--- src/rtl/ysyx_25040129_arb_pkg.sv ---
// Shared types and constants for the ICACHE/LSU memory arbiter.
package ysyx_25040129_arb_pkg;

    typedef enum logic [2:0] {
        IDLE    = 3'd0,
        RD_ADDR = 3'd1,
        RD_DATA = 3'd2,
        WR_ADDR = 3'd3,
        WR_RESP = 3'd4
    } state_t;

    typedef enum logic {
        ICACHE = 1'b0,
        LSU    = 1'b1
    } master_t;

    localparam logic [1:0] BURST_FIXED = 2'b00;
    localparam logic [1:0] BURST_INCR  = 2'b01;
    localparam logic [1:0] RESP_OKAY   = 2'b00;
    localparam logic [2:0] SIZE_WORD   = 3'b010;

endpackage

--- src/rtl/ysyx_25040129_mem_arbiter_if.sv ---
// Bus bundle for the arbiter: ICACHE read port, LSU read/write port, downstream AXI4 master.
// Every channel transfers on a cycle where valid and ready are both 1; the source holds valid and payload until then.
interface ysyx_25040129_mem_arbiter_if #(
    parameter int ADDR_W = 32,
    parameter int DATA_W = 32
);
    logic [ADDR_W-1:0]   icache_araddr;
    logic [7:0]          icache_arlen;
    logic [1:0]          icache_arburst;
    logic                icache_arvalid;
    logic                icache_arready;
    logic [DATA_W-1:0]   icache_rdata;
    logic [1:0]          icache_rresp;
    logic                icache_rvalid;
    logic                icache_rlast;
    logic                icache_rready;

    logic [ADDR_W-1:0]   lsu_araddr;
    logic [2:0]          lsu_arsize;
    logic                lsu_arvalid;
    logic                lsu_arready;
    logic [DATA_W-1:0]   lsu_rdata;
    logic [1:0]          lsu_rresp;
    logic                lsu_rvalid;
    logic                lsu_rready;
    logic [ADDR_W-1:0]   lsu_awaddr;
    logic                lsu_awvalid;
    logic [DATA_W-1:0]   lsu_wdata;
    logic [DATA_W/8-1:0] lsu_wstrb;
    logic                lsu_wvalid;
    logic                lsu_awready;
    logic                lsu_wready;
    logic [1:0]          lsu_bresp;
    logic                lsu_bvalid;
    logic                lsu_bready;

    logic [ADDR_W-1:0]   out_araddr;
    logic [7:0]          out_arlen;
    logic [1:0]          out_arburst;
    logic [2:0]          out_arsize;
    logic                out_arvalid;
    logic                out_arready;
    logic [DATA_W-1:0]   out_rdata;
    logic [1:0]          out_rresp;
    logic                out_rvalid;
    logic                out_rlast;
    logic                out_rready;
    logic [ADDR_W-1:0]   out_awaddr;
    logic                out_awvalid;
    logic [DATA_W-1:0]   out_wdata;
    logic [DATA_W/8-1:0] out_wstrb;
    logic                out_wvalid;
    logic                out_wlast;
    logic                out_awready;
    logic                out_wready;
    logic [1:0]          out_bresp;
    logic                out_bvalid;
    logic                out_bready;

    // Arbiter view.
    modport master (
        input  icache_araddr, icache_arlen, icache_arburst, icache_arvalid, icache_rready,
        output icache_arready, icache_rdata, icache_rresp, icache_rvalid, icache_rlast,
        input  lsu_araddr, lsu_arsize, lsu_arvalid, lsu_rready,
        input  lsu_awaddr, lsu_awvalid, lsu_wdata, lsu_wstrb, lsu_wvalid, lsu_bready,
        output lsu_arready, lsu_rdata, lsu_rresp, lsu_rvalid,
        output lsu_awready, lsu_wready, lsu_bresp, lsu_bvalid,
        output out_araddr, out_arlen, out_arburst, out_arsize, out_arvalid, out_rready,
        output out_awaddr, out_awvalid, out_wdata, out_wstrb, out_wvalid, out_wlast, out_bready,
        input  out_arready, out_rdata, out_rresp, out_rvalid, out_rlast,
        input  out_awready, out_wready, out_bresp, out_bvalid
    );

    // Environment view: the ICACHE, LSU and downstream slave together.
    modport slave (
        output icache_araddr, icache_arlen, icache_arburst, icache_arvalid, icache_rready,
        input  icache_arready, icache_rdata, icache_rresp, icache_rvalid, icache_rlast,
        output lsu_araddr, lsu_arsize, lsu_arvalid, lsu_rready,
        output lsu_awaddr, lsu_awvalid, lsu_wdata, lsu_wstrb, lsu_wvalid, lsu_bready,
        input  lsu_arready, lsu_rdata, lsu_rresp, lsu_rvalid,
        input  lsu_awready, lsu_wready, lsu_bresp, lsu_bvalid,
        input  out_araddr, out_arlen, out_arburst, out_arsize, out_arvalid, out_rready,
        input  out_awaddr, out_awvalid, out_wdata, out_wstrb, out_wvalid, out_wlast, out_bready,
        output out_arready, out_rdata, out_rresp, out_rvalid, out_rlast,
        output out_awready, out_wready, out_bresp, out_bvalid
    );

endinterface

--- src/rtl/ysyx_25040129_rr_arb2.sv ---
// Two-way request picker: one-hot grant, bit 1 = LSU, bit 0 = ICACHE.
module ysyx_25040129_rr_arb2
    import ysyx_25040129_arb_pkg::*;
#(
    parameter bit RR = 1'b1
) (
    input  logic [1:0] req,
    input  master_t    last_grant,
    output logic [1:0] gnt
);

    always_comb begin
        gnt = req;
        // On a tie the LSU wins unless round-robin says it was served last.
        if (req == 2'b11) begin
            gnt = (RR && last_grant == LSU) ? 2'b01 : 2'b10;
        end
    end

endmodule

--- src/rtl/ysyx_25040129_mem_arbiter.sv ---
// Shares one downstream AXI4 master between the ICACHE miss port and the LSU.
// One transaction outstanding; the grant is held from address phase to final response.
module ysyx_25040129_mem_arbiter
    import ysyx_25040129_arb_pkg::*;
#(
    parameter bit RR     = 1'b1,
    parameter int ADDR_W = 32,
    parameter int DATA_W = 32
) (
    input  logic   clk,
    input  logic   rst,
    ysyx_25040129_mem_arbiter_if.master bus,
    output state_t dbg_state
);

    state_t            state_q, state_d;
    logic [1:0]        gnt_q, gnt_d;
    master_t           last_q, last_d;
    logic              aw_done_q, aw_done_d;
    logic              w_done_q, w_done_d;
    logic [1:0]        pick;
    logic              ls_wr, lsu_gnt, r_ready, aw_fire, w_fire;
    logic [ADDR_W-1:0] ar_addr;
    logic [DATA_W-1:0] rdata;

    assign ls_wr   = bus.lsu_awvalid & bus.lsu_wvalid;
    assign lsu_gnt = gnt_q[1];

    ysyx_25040129_rr_arb2 #(.RR(RR)) u_pick (
        .req        ({bus.lsu_arvalid | ls_wr, bus.icache_arvalid}),
        .last_grant (last_q),
        .gnt        (pick)
    );

    always_ff @(posedge clk or negedge rst) begin
        if (!rst) begin
            state_q   <= IDLE;
            gnt_q     <= 2'b00;
            last_q    <= ICACHE;
            aw_done_q <= 1'b0;
            w_done_q  <= 1'b0;
        end else begin
            state_q   <= state_d;
            gnt_q     <= gnt_d;
            last_q    <= last_d;
            aw_done_q <= aw_done_d;
            w_done_q  <= w_done_d;
        end
    end

    always_comb begin
        state_d            = state_q;
        gnt_d              = gnt_q;
        last_d             = last_q;
        aw_done_d          = aw_done_q;
        w_done_d           = w_done_q;
        r_ready            = 1'b0;
        aw_fire            = 1'b0;
        w_fire             = 1'b0;
        bus.out_arvalid    = 1'b0;
        bus.icache_arready = 1'b0;
        bus.lsu_arready    = 1'b0;
        bus.icache_rvalid  = 1'b0;
        bus.lsu_rvalid     = 1'b0;
        bus.out_awvalid    = 1'b0;
        bus.out_wvalid     = 1'b0;
        bus.out_wlast      = 1'b0;
        bus.lsu_awready    = 1'b0;
        bus.lsu_wready     = 1'b0;
        bus.out_bready     = 1'b0;
        bus.lsu_bvalid     = 1'b0;
        case (state_q)
            IDLE: begin
                if (|pick) begin
                    gnt_d   = pick;
                    state_d = (pick[1] && ls_wr) ? WR_ADDR : RD_ADDR;
                end
            end
            RD_ADDR: begin
                bus.out_arvalid    = 1'b1;
                bus.icache_arready = ~lsu_gnt & bus.out_arready;
                bus.lsu_arready    = lsu_gnt & bus.out_arready;
                if (bus.out_arready) state_d = RD_DATA;
            end
            RD_DATA: begin
                r_ready           = lsu_gnt ? bus.lsu_rready : bus.icache_rready;
                bus.icache_rvalid = ~lsu_gnt & bus.out_rvalid;
                bus.lsu_rvalid    = lsu_gnt & bus.out_rvalid;
                // Only the last beat releases the grant; burst beats stay here.
                if (bus.out_rvalid && r_ready && bus.out_rlast) begin
                    state_d = IDLE;
                    gnt_d   = 2'b00;
                    last_d  = lsu_gnt ? LSU : ICACHE;
                end
            end
            WR_ADDR: begin
                bus.out_awvalid = ~aw_done_q;
                bus.out_wvalid  = ~w_done_q;
                bus.out_wlast   = 1'b1;
                aw_fire         = ~aw_done_q & bus.out_awready;
                w_fire          = ~w_done_q & bus.out_wready;
                bus.lsu_awready = aw_fire;
                bus.lsu_wready  = w_fire;
                if ((aw_done_q | aw_fire) && (w_done_q | w_fire)) begin
                    state_d   = WR_RESP;
                    aw_done_d = 1'b0;
                    w_done_d  = 1'b0;
                end else begin
                    aw_done_d = aw_done_q | aw_fire;
                    w_done_d  = w_done_q | w_fire;
                end
            end
            WR_RESP: begin
                bus.out_bready = bus.lsu_bready;
                bus.lsu_bvalid = bus.out_bvalid;
                if (bus.out_bvalid && bus.lsu_bready) begin
                    state_d = IDLE;
                    gnt_d   = 2'b00;
                    last_d  = LSU;
                end
            end
            default: state_d = IDLE;
        endcase
        bus.out_rready = r_ready;
    end

    // Payload muxes are steered by the registered grant; qualifiers above gate them.
    assign ar_addr         = lsu_gnt ? bus.lsu_araddr : bus.icache_araddr;
    assign bus.out_araddr  = ar_addr;
    assign bus.out_arlen   = lsu_gnt ? 8'd0 : bus.icache_arlen;
    assign bus.out_arburst = lsu_gnt ? BURST_INCR : bus.icache_arburst;
    assign bus.out_arsize  = lsu_gnt ? bus.lsu_arsize : SIZE_WORD;

    assign rdata            = bus.out_rdata;
    assign bus.icache_rdata = rdata;
    assign bus.icache_rresp = bus.out_rresp;
    assign bus.icache_rlast = bus.out_rlast;
    assign bus.lsu_rdata    = rdata;
    assign bus.lsu_rresp    = bus.out_rresp;

    assign bus.out_awaddr = bus.lsu_awaddr;
    assign bus.out_wdata  = bus.lsu_wdata;
    assign bus.out_wstrb  = bus.lsu_wstrb;
    assign bus.lsu_bresp  = bus.out_bresp;

    assign dbg_state = state_q;

endmodule
--- src/flat_wrapper.sv ---
// flat-port wrapper written by rule: the top's interface ports become plain ports
module ysyx_25040129_mem_arbiter_flat import ysyx_25040129_arb_pkg::*;
#(
    parameter bit RR     = 1'b1,
    parameter int ADDR_W = 32,
    parameter int DATA_W = 32
)
  (clk, rst, dbg_state, bus_icache_araddr, bus_icache_arlen, bus_icache_arburst, bus_icache_arvalid, bus_icache_rready, bus_icache_arready, bus_icache_rdata, bus_icache_rresp, bus_icache_rvalid, bus_icache_rlast, bus_lsu_araddr, bus_lsu_arsize, bus_lsu_arvalid, bus_lsu_rready, bus_lsu_awaddr, bus_lsu_awvalid, bus_lsu_wdata, bus_lsu_wstrb, bus_lsu_wvalid, bus_lsu_bready, bus_lsu_arready, bus_lsu_rdata, bus_lsu_rresp, bus_lsu_rvalid, bus_lsu_awready, bus_lsu_wready, bus_lsu_bresp, bus_lsu_bvalid, bus_out_araddr, bus_out_arlen, bus_out_arburst, bus_out_arsize, bus_out_arvalid, bus_out_rready, bus_out_awaddr, bus_out_awvalid, bus_out_wdata, bus_out_wstrb, bus_out_wvalid, bus_out_wlast, bus_out_bready, bus_out_arready, bus_out_rdata, bus_out_rresp, bus_out_rvalid, bus_out_rlast, bus_out_awready, bus_out_wready, bus_out_bresp, bus_out_bvalid);
  ysyx_25040129_mem_arbiter_if #(.ADDR_W(ADDR_W), .DATA_W(DATA_W)) bus_i ();
  input  logic clk;
  input  logic rst;
  output state_t dbg_state;
  input wire logic [$bits(bus_i.icache_araddr)-1:0] bus_icache_araddr;
  input wire logic [$bits(bus_i.icache_arlen)-1:0] bus_icache_arlen;
  input wire logic [$bits(bus_i.icache_arburst)-1:0] bus_icache_arburst;
  input wire logic [$bits(bus_i.icache_arvalid)-1:0] bus_icache_arvalid;
  input wire logic [$bits(bus_i.icache_rready)-1:0] bus_icache_rready;
  output wire logic [$bits(bus_i.icache_arready)-1:0] bus_icache_arready;
  output wire logic [$bits(bus_i.icache_rdata)-1:0] bus_icache_rdata;
  output wire logic [$bits(bus_i.icache_rresp)-1:0] bus_icache_rresp;
  output wire logic [$bits(bus_i.icache_rvalid)-1:0] bus_icache_rvalid;
  output wire logic [$bits(bus_i.icache_rlast)-1:0] bus_icache_rlast;
  input wire logic [$bits(bus_i.lsu_araddr)-1:0] bus_lsu_araddr;
  input wire logic [$bits(bus_i.lsu_arsize)-1:0] bus_lsu_arsize;
  input wire logic [$bits(bus_i.lsu_arvalid)-1:0] bus_lsu_arvalid;
  input wire logic [$bits(bus_i.lsu_rready)-1:0] bus_lsu_rready;
  input wire logic [$bits(bus_i.lsu_awaddr)-1:0] bus_lsu_awaddr;
  input wire logic [$bits(bus_i.lsu_awvalid)-1:0] bus_lsu_awvalid;
  input wire logic [$bits(bus_i.lsu_wdata)-1:0] bus_lsu_wdata;
  input wire logic [$bits(bus_i.lsu_wstrb)-1:0] bus_lsu_wstrb;
  input wire logic [$bits(bus_i.lsu_wvalid)-1:0] bus_lsu_wvalid;
  input wire logic [$bits(bus_i.lsu_bready)-1:0] bus_lsu_bready;
  output wire logic [$bits(bus_i.lsu_arready)-1:0] bus_lsu_arready;
  output wire logic [$bits(bus_i.lsu_rdata)-1:0] bus_lsu_rdata;
  output wire logic [$bits(bus_i.lsu_rresp)-1:0] bus_lsu_rresp;
  output wire logic [$bits(bus_i.lsu_rvalid)-1:0] bus_lsu_rvalid;
  output wire logic [$bits(bus_i.lsu_awready)-1:0] bus_lsu_awready;
  output wire logic [$bits(bus_i.lsu_wready)-1:0] bus_lsu_wready;
  output wire logic [$bits(bus_i.lsu_bresp)-1:0] bus_lsu_bresp;
  output wire logic [$bits(bus_i.lsu_bvalid)-1:0] bus_lsu_bvalid;
  output wire logic [$bits(bus_i.out_araddr)-1:0] bus_out_araddr;
  output wire logic [$bits(bus_i.out_arlen)-1:0] bus_out_arlen;
  output wire logic [$bits(bus_i.out_arburst)-1:0] bus_out_arburst;
  output wire logic [$bits(bus_i.out_arsize)-1:0] bus_out_arsize;
  output wire logic [$bits(bus_i.out_arvalid)-1:0] bus_out_arvalid;
  output wire logic [$bits(bus_i.out_rready)-1:0] bus_out_rready;
  output wire logic [$bits(bus_i.out_awaddr)-1:0] bus_out_awaddr;
  output wire logic [$bits(bus_i.out_awvalid)-1:0] bus_out_awvalid;
  output wire logic [$bits(bus_i.out_wdata)-1:0] bus_out_wdata;
  output wire logic [$bits(bus_i.out_wstrb)-1:0] bus_out_wstrb;
  output wire logic [$bits(bus_i.out_wvalid)-1:0] bus_out_wvalid;
  output wire logic [$bits(bus_i.out_wlast)-1:0] bus_out_wlast;
  output wire logic [$bits(bus_i.out_bready)-1:0] bus_out_bready;
  input wire logic [$bits(bus_i.out_arready)-1:0] bus_out_arready;
  input wire logic [$bits(bus_i.out_rdata)-1:0] bus_out_rdata;
  input wire logic [$bits(bus_i.out_rresp)-1:0] bus_out_rresp;
  input wire logic [$bits(bus_i.out_rvalid)-1:0] bus_out_rvalid;
  input wire logic [$bits(bus_i.out_rlast)-1:0] bus_out_rlast;
  input wire logic [$bits(bus_i.out_awready)-1:0] bus_out_awready;
  input wire logic [$bits(bus_i.out_wready)-1:0] bus_out_wready;
  input wire logic [$bits(bus_i.out_bresp)-1:0] bus_out_bresp;
  input wire logic [$bits(bus_i.out_bvalid)-1:0] bus_out_bvalid;
  assign bus_i.icache_araddr = bus_icache_araddr;
  assign bus_i.icache_arlen = bus_icache_arlen;
  assign bus_i.icache_arburst = bus_icache_arburst;
  assign bus_i.icache_arvalid = bus_icache_arvalid;
  assign bus_i.icache_rready = bus_icache_rready;
  assign bus_icache_arready = bus_i.icache_arready;
  assign bus_icache_rdata = bus_i.icache_rdata;
  assign bus_icache_rresp = bus_i.icache_rresp;
  assign bus_icache_rvalid = bus_i.icache_rvalid;
  assign bus_icache_rlast = bus_i.icache_rlast;
  assign bus_i.lsu_araddr = bus_lsu_araddr;
  assign bus_i.lsu_arsize = bus_lsu_arsize;
  assign bus_i.lsu_arvalid = bus_lsu_arvalid;
  assign bus_i.lsu_rready = bus_lsu_rready;
  assign bus_i.lsu_awaddr = bus_lsu_awaddr;
  assign bus_i.lsu_awvalid = bus_lsu_awvalid;
  assign bus_i.lsu_wdata = bus_lsu_wdata;
  assign bus_i.lsu_wstrb = bus_lsu_wstrb;
  assign bus_i.lsu_wvalid = bus_lsu_wvalid;
  assign bus_i.lsu_bready = bus_lsu_bready;
  assign bus_lsu_arready = bus_i.lsu_arready;
  assign bus_lsu_rdata = bus_i.lsu_rdata;
  assign bus_lsu_rresp = bus_i.lsu_rresp;
  assign bus_lsu_rvalid = bus_i.lsu_rvalid;
  assign bus_lsu_awready = bus_i.lsu_awready;
  assign bus_lsu_wready = bus_i.lsu_wready;
  assign bus_lsu_bresp = bus_i.lsu_bresp;
  assign bus_lsu_bvalid = bus_i.lsu_bvalid;
  assign bus_out_araddr = bus_i.out_araddr;
  assign bus_out_arlen = bus_i.out_arlen;
  assign bus_out_arburst = bus_i.out_arburst;
  assign bus_out_arsize = bus_i.out_arsize;
  assign bus_out_arvalid = bus_i.out_arvalid;
  assign bus_out_rready = bus_i.out_rready;
  assign bus_out_awaddr = bus_i.out_awaddr;
  assign bus_out_awvalid = bus_i.out_awvalid;
  assign bus_out_wdata = bus_i.out_wdata;
  assign bus_out_wstrb = bus_i.out_wstrb;
  assign bus_out_wvalid = bus_i.out_wvalid;
  assign bus_out_wlast = bus_i.out_wlast;
  assign bus_out_bready = bus_i.out_bready;
  assign bus_i.out_arready = bus_out_arready;
  assign bus_i.out_rdata = bus_out_rdata;
  assign bus_i.out_rresp = bus_out_rresp;
  assign bus_i.out_rvalid = bus_out_rvalid;
  assign bus_i.out_rlast = bus_out_rlast;
  assign bus_i.out_awready = bus_out_awready;
  assign bus_i.out_wready = bus_out_wready;
  assign bus_i.out_bresp = bus_out_bresp;
  assign bus_i.out_bvalid = bus_out_bvalid;
  ysyx_25040129_mem_arbiter #(.RR(RR), .ADDR_W(ADDR_W), .DATA_W(DATA_W)) u_core (.clk(clk), .rst(rst), .bus(bus_i), .dbg_state(dbg_state));
endmodule
--- config.mk ---
export PLATFORM = sky130hd
export DESIGN_NAME = ysyx_25040129_mem_arbiter_flat
export DESIGN_NICKNAME = d
export VERILOG_FILES = /design/src/rtl/ysyx_25040129_arb_pkg.sv /design/src/rtl/ysyx_25040129_mem_arbiter_if.sv /design/src/rtl/ysyx_25040129_rr_arb2.sv /design/src/rtl/ysyx_25040129_mem_arbiter.sv /design/src/flat_wrapper.sv
export SDC_FILE = /design/constraint.sdc
export NUM_CORES = 1
export LEC_CHECK = 0
export ABC_AREA = 0
export BUFFER_PORTS_ARGS = -buffer_cell sky130_fd_sc_hd__buf_2
export CAP_MARGIN = 20
export CELL_PAD_IN_SITES_DETAIL_PLACEMENT = 0
export CELL_PAD_IN_SITES_GLOBAL_PLACEMENT = 1
export CORE_AREA = 8 8 148 150
export CTS_BUF_LIST = sky130_fd_sc_hd__clkbuf_16
export DETAILED_ROUTE_END_ITERATION = 16
export DIE_AREA = 0 0 156 158
export PLACE_DENSITY_LB_ADDON = 0.1
export SLEW_MARGIN = 0
export SYNTH_ARGS = -nofsm -noshare
export SYNTH_HDL_FRONTEND = slang
export SYNTH_SLANG_ARGS = --single-unit
--- constraint.sdc ---
create_clock -name clk -period 1.7 [get_ports clk]
set_input_delay 0 -clock clk [delete_from_list [all_inputs] [get_ports clk]]
set_output_delay 0 -clock clk [all_outputs]
set_load 0.01 [all_outputs]
==> results of run 1 <==
## cell families after synthesis
kind of cell / count (synthesis) / share of synthesized area [%]
buffers and inverters: 148 / 54.35
AO/OA/AOI/OAI: 13 / 4.566
multiplexers: 33 / 18.51
AND/OR/NAND/NOR: 52 / 13.82
flip-flops: 7 / 8.756
## Yosys cell counts
cell type / instances / area share, %
a21oi_1: 4 / 1.0
nor2b_1: 9 / 2.8
nand4_1: 1 / 0.31
and2_4: 1 / 0.44
nor3b_2: 1 / 0.63
nand2b_1: 1 / 0.31
buf_4: 139 / 52
o21ai_2: 1 / 0.44
nand3b_1: 2 / 0.75
or3_1: 1 / 0.31
o21ai_0: 1 / 0.25
inv_1: 2 / 0.38
nor2_1: 13 / 2.4
o311ai_1: 1 / 0.44
and2_1: 6 / 1.9
mux2i_1: 1 / 0.50
nand3_1: 1 / 0.25
o31a_1: 1 / 0.44
clkinv_4: 1 / 0.44
nand2_1: 11 / 2.1
nor3_1: 1 / 0.25
buf_2: 4 / 1.0
a2111oi_0: 1 / 0.44
or2_4: 1 / 0.44
a21o_1: 1 / 0.38
dfrtp_1: 7 / 8.8
clkbuf_1: 2 / 0.38
mux2_2: 32 / 18
o2111ai_1: 1 / 0.44
a31oi_1: 1 / 0.31
a22o_1: 1 / 0.44
or2_2: 1 / 0.31
and3_1: 2 / 0.63
## cell usage in the layout (no fill, tap or decap)
| master | n |
|---|---|
| o21ai_0 | 1 |
| nand3b_1 | 2 |
| nor2b_1 | 9 |
| buf_2 | 153 |
| a21oi_1 | 4 |
| buf_12 | 1 |
| nor3b_2 | 1 |
| o2111ai_1 | 1 |
| nand2b_1 | 1 |
| nor2_1 | 13 |
| buf_4 | 2 |
| and3_1 | 2 |
| or3_1 | 1 |
| a31oi_1 | 1 |
| clkinv_4 | 1 |
| or2_4 | 1 |
| nand2_1 | 11 |
| o31a_1 | 1 |
| a2111oi_0 | 1 |
| a22o_1 | 1 |
| dlygate4sd3_1 | 1 |
| dfrtp_1 | 6 |
| clkbuf_16 | 3 |
| mux2i_1 | 1 |
| and2_4 | 1 |
| inv_1 | 3 |
| o311ai_1 | 1 |
| nor3_1 | 1 |
| a21o_1 | 1 |
| and2_1 | 6 |
| mux2_2 | 32 |
| nand3_1 | 1 |
| or2_2 | 1 |
| nand4_1 | 1 |
| o21ai_2 | 1 |
| dfrtp_2 | 1 |
## per-layer routing
layer / global-route usage [%] / up-vias
met3: 2.648 / 27
met2: 12.03 / 119
li1: - / 713
met4: 2.865 / 0
met1: 5.278 / 706
met5: 0 / -
## through the flow
| step | instance area (um^2) | hold slack (ns) | setup slack [ns] | power, mW |
|---|---|---|---|---|
| floorplan | 2001 | -0.2956 | 0.4104 | 1.797 |
| global placement | 2069 | -0.1258 | 0.3111 | 2.396 |
| detailed placement | 2069 | -0.1359 | 0.2915 | 2.344 |
| CTS | 2158 | 0.00006862 | 0.1458 | 2.773 |
| global route | 2158 | 0.00001507 | 0.05587 | 2.900 |
| finish | 2158 | 0.000003660 | 0.2083 | 2.674 |
## worst max path at each step
stage,endpoint,slack [ns],cells past startpoint
global route,bus_lsu_rvalid,0.06,5
CTS,bus_lsu_rvalid,0.15,5
global placement,u_core.gnt_q[1],0.31,4
finish,bus_lsu_rvalid,0.21,5
floorplan,u_core.dbg_state[2],0.41,5
detailed placement,u_core.gnt_q[1],0.29,4
## cell type report
type                       count  area [um^2]
clock buffer                   3        75.07
clock inverter                 1        3.754
fill                        2322        17560
inverter                       3        16.27
multi-input combinational     98        738.2
sequential                     7        176.4
tap                          270        337.8
timing repair buffer         157        810.8
## sequential cells by signal (all words and copies together) (netlist names)
register,count
u_core.dbg_state,3
u_core.aw_done_q,1
u_core.gnt_q,1
u_core.last_q,1
u_core.w_done_q,1
## critical path, cell delays in order (launching register included)
cell	delay [ns]
dfrtp_1	0.48
inv_1	0.09
nor3_1	0.24
buf_4	0.16
and3_1	0.15
buf_2	0.13
## timing repair
| action | CTS | global route |
|---|---|---|
| hold buffers | 1 | 0 |
| setup buffers | 0 | 0 |
| hold endpoints to repair | 7 | 0 |
## power breakdown
part / total (mW) / leakage, nW / switching (mW) / internal [mW]
clock network: 0.404 / 0.0423 / 0.0972 / 0.307
logic: 1.91 / 0.950 / 0.995 / 0.914
registers: 0.362 / 0.0835 / 0.113 / 0.249
==> results.toml, run 1 <==
[timing]
finalCritPeriodShare_pct = 87.75
rsz0062_at_grt = "false"
max_slew_margin_pct = 73.21
max_clock_freq_mhz = 670.4
worst_slew_pin_slew_ns = 0.3917
fin_skew_ns = 0.002803
hold_viol_final = 0
min_period_ns = 1.492
fin_tns_setup_ns = 0
drv_slew = 0
setup_violations = 0

[detailed_routing]
dr_wl_met3_mm = 1.077
ant_nets = 0
drt-total-wl_mm = 8.223
vias = 1565
drt_iter0_drc = 35
wl_met2_mm = 4.385
routedWlPerCell_um = 15.26
vias_per_cell = 2.904
drc = 0
maxUsedRoutingLayer = "met4"
drt_first_pass_iters = 4
drt-met1-wl_mm = 2.526

[layout]
syn_to_final_growth_pct = 7.880
diodes = 0
instances_no_fill = 539
finish.utilization_pct = 10.95
drive_gt1_share_pct = 73.61
fin_nets = 466

[die]
die_y_um = 158
row_count = 52
start_util_pct = 10.15
fp.dieW_um = 156
io-pin-count = 396
core_area_mm2 = 0.01971
die-area_mm2 = 0.02465

[run]
maxCapViolCount = 0

[hold_path]
whs_path_depth = 0
worstHoldStart = "bus_lsu_wdata[1]"
hold_path.class = "in -> out"
holdPathEnd = "bus_out_wdata[1]"

[placed_design]
placed_cells = 534
io_buffers = 153
place_hpwl_mm = 7.322
globalplace.congestion = 0.7480

[setup_path]
critPathKind = "reg -> out"
r2r_slack_ns = 0.32
startpoint = "u_core.dbg_state[1]"
timing.rr.start = "u_core.dbg_state[0]"
start_kind = "flop"
required_ns = 1.70
critical_path.endpoint_type = "primary output"
crit_arrival_ns = 1.49
ff2ff_path_depth = 4
crit_fanout = 7
timing.rr.end = "u_core.gnt_q[1]"

[yosys]
synth_cells = 253
ys_seq_area_share_pct = 8.755
syn_nets = 449
ys_types = 33
synth_seq_cells = 7
synth_warnings = 0
synthesis.area_mm2 = 0.002001
syn_area_per_cell_um2 = 7.908

[clocking]
clock-sinks = 7
htreeDepth = 1
clk_pin_slew_worst_paths_ns = 0.04
ctsResizeCount = 0
numCtsBuffers = 3
clk_latency_ns = 0.23
cts_tree = "yes"
max-clock-path-buffers = 2
clockRootBuffer = "clkbuf_16"

[global_route]
antenna_found_initial = 0
grt_usage_pct = 6.156
grt_pass1_wl_mm = 11.36
grt_max_degree = 35
overflow = 0
grt_pass1_vias = 1700

[power]
p_per_area_mw_per_mm2 = 1239
ir_drop_v = 0.0002551
leakagePower_nw = 1.075

[run_status]
status = "complete, no violations"
Power figures use the tool's default switching activity.
==> run 2, diff against run 1 <==
--- a/config.mk
+++ b/config.mk
@@ -5,17 +5,17 @@
 export SDC_FILE = /design/constraint.sdc
 export NUM_CORES = 1
 export LEC_CHECK = 0
-export ABC_AREA = 0
 export BUFFER_PORTS_ARGS = -buffer_cell sky130_fd_sc_hd__buf_2
 export CAP_MARGIN = 20
 export CELL_PAD_IN_SITES_DETAIL_PLACEMENT = 0
 export CELL_PAD_IN_SITES_GLOBAL_PLACEMENT = 1
-export CORE_AREA = 8 8 148 150
+export CORE_AREA = 8 8 146 148
 export CTS_BUF_LIST = sky130_fd_sc_hd__clkbuf_16
 export DETAILED_ROUTE_END_ITERATION = 16
-export DIE_AREA = 0 0 156 158
+export DIE_AREA = 0 0 154 156
 export PLACE_DENSITY_LB_ADDON = 0.1
 export SLEW_MARGIN = 0
 export SYNTH_ARGS = -nofsm -noshare
 export SYNTH_HDL_FRONTEND = slang
+export SYNTH_HIERARCHICAL = 1
 export SYNTH_SLANG_ARGS = --single-unit
==> results.toml, run 2 <==
[run_status]
status = "complete, no violations"

[yosys]
synth_top_area_share_pct = 50.82
ys_types = 31
synth_warnings = 6
synth_area_leaders = "buf_4 (51%), mux2_2 (17%), dfrtp_1 (8.5%)"
synth-main-ff-cell = "dfrtp_1"
synth_top_cell_by_area = "buf_4"
synthesis.area_mm2 = 0.002068
synth_seq_cells = 7
synth_cells = 261
synth-edff-count = 0
ys_seq_area_share_pct = 8.469
syn_nets = 457
synth.most_common_cell = "buf_4"
synthArstFlopShare_pct = 100.0
synthTopCellsByCount = "buf_4 (140), mux2_2 (32), nor2_1 (11), nor2b_1 (10), a21oi_1 (9)"
syn_area_per_cell_um2 = 7.924

[timing]
fin_skew_ns = 0.002620
rsz0062_at_grt = "false"
max_clock_freq_mhz = 667.7
max_slew_margin_pct = 75.99
finalCritPeriodShare_pct = 88.10
min_period_ns = 1.498
fin_tns_setup_ns = 0
hold_viol_final = 0
worst_slew_pin_slew_ns = 0.3601
whs_ns = 0.000003267
setup_violations = 0
drv_slew = 0

[die]
die_y_um = 156
start_util_pct = 10.84
die-area_mm2 = 0.02402
core_area_mm2 = 0.01908
io-pin-count = 396
row_count = 51
fp.dieW_um = 154

[layout]
fill_cells = 2219
largest_register_ffs = 3
drive_gt1_share_pct = 72.99
instances_no_fill = 512
final_cell_mix = "buf_2 (153), mux2_2 (32), nor2b_1 (10), nor2_1 (10), a21oi_1 (9)"
diodes = 0
fin_nets = 471
final_common_cell = "buf_2"
syn_to_final_growth_pct = 4.416

[global_route]
grt_pass1_wl_mm = 12.17
antenna_found_initial = 1
grt_usage_pct = 6.583
overflow = 0
grt_pass1_vias = 1890
grt_max_degree = 50

[placed_design]
place_hpwl_mm = 7.587
io_buffers = 153
placed_cells = 507
globalplace.congestion = 0.6665

[detailed_routing]
dr_wl_met3_mm = 1.396
wl_met2_mm = 4.489
maxUsedRoutingLayer = "met5"
drt-met1-wl_mm = 2.441
drc = 0
routedWlPerCell_um = 16.69
vias_per_cell = 3.254
drt-total-wl_mm = 8.546
drt_iter0_drc = 40
vias = 1666
ant_nets = 0
drt_first_pass_iters = 4

[clocking]
clk_pin_slew_worst_paths_ns = 0.04
clock-sinks = 7
max-clock-path-buffers = 2
clockRootBuffer = "clkbuf_16"
clk_latency_ns = 0.23
post_cts_buffers = 0
numCtsBuffers = 3
cts_tree = "yes"
htreeDepth = 1

[setup_path]
crit_fanout = 12
critPathKind = "reg -> out"
path_cells = "nand2b_1 -> nor2_2 -> and3_1 -> buf_2"
required_ns = 1.70
slowest_stage = "dfrtp_1"
crit_arrival_ns = 1.50
start_kind = "flop"
critical_path.endpoint_type = "primary output"
critPathMaxStageDelay_ns = 0.50

[power]
ir_drop_v = 0.0003373
leakagePower_nw = 1.102
p_per_area_mw_per_mm2 = 1144

[run]
maxCapViolCount = 0

[hold_path]
hold_path.class = "in -> out"
-- run 2: layer usage --
metal	track usage, %	vias to the layer above
met5	0	-
met4	1.773	2
met3	4.848	39
met2	12.36	153
met1	5.306	740
li1	-	732
-- run 2: power breakdown --
group	internal (mW)	switching, mW	leakage, nW
Sequential	0.250	0.149	0.0810
Clock	0.307	0.0957	0.0423
Combinational	0.805	0.866	0.979
Total	1.36	1.11	1.10
-- run 2: final cells by class --
| type | count | area, um^2 | share of cell area (%) |
|---|---|---|---|
| timing repair buffer | 157 | 810.8 | 37.54 |
| multi-input combinational | 101 | 774.5 | 35.86 |
| tap | 238 | 297.8 | 13.79 |
| sequential | 7 | 178.9 | 8.285 |
| clock buffer | 3 | 75.07 | 3.476 |
| inverter | 5 | 18.77 | 0.8691 |
| clock inverter | 1 | 3.754 | 0.1738 |
-- run 2: path summary, 6_finish.rpt --
kind,to,startpoint,cells past startpoint,slack [ns]
max in group asynchronous,u_core/dbg_state[0],rst,2,1.34
min reg2reg,u_core/w_done_q,u_core/w_done_q,2,0.54
max reg2reg,u_core/gnt_q[1],u_core/dbg_state[2],4,0.39
min,bus_out_wdata[5],bus_lsu_wdata[5],0,0.000003
max,bus_icache_rvalid,u_core/dbg_state[2],4,0.20
min in group asynchronous,u_core/last_q,rst,2,0.16
-- run 2: timing repair --
| action | CTS | global route |
|---|---|---|
| hold buffers | 1 | 0 |
| hold endpoints to repair | 7 | 0 |
| resized for setup | 0 | 3 |
| setup endpoints to repair | 0 | 4 |
-- run 2: through the flow --
stage | utilization [%] | worst slack (ns) | total power [mW] | instance area (um^2)
after floorplan | - | 0.4340 | 1.751 | 2068
after global placement | 10.83 | 0.2862 | 2.151 | 2066
after detailed placement | 10.83 | 0.3075 | 2.118 | 2066
after CTS | 11.29 | 0.04357 | 2.550 | 2155
after global routing | 11.32 | 0.03544 | 2.730 | 2160
final | 11.32 | 0.2023 | 2.471 | 2160
-- run 2: kinds of logic (layout without fill, tap and decap cells) --
kind of cell           count (synthesis)  count (layout)  share of synthesized area (%)
AO/OA/AOI/OAI                         19              19                          5.747
XOR/XNOR                               1               1                         0.4235
buffers and inverters                153             166                          54.20
flip-flops                             7               7                          8.470
multiplexers                          34              34                          18.57
AND/OR/NAND/NOR                       47              47                          12.58
-- run 2: worst max-delay path: cells and delay by family, from the launching register on --
kind          cells  cell delay (ns)
buf+inv           1             0.14
flops             1             0.50
simple gates      3             0.63
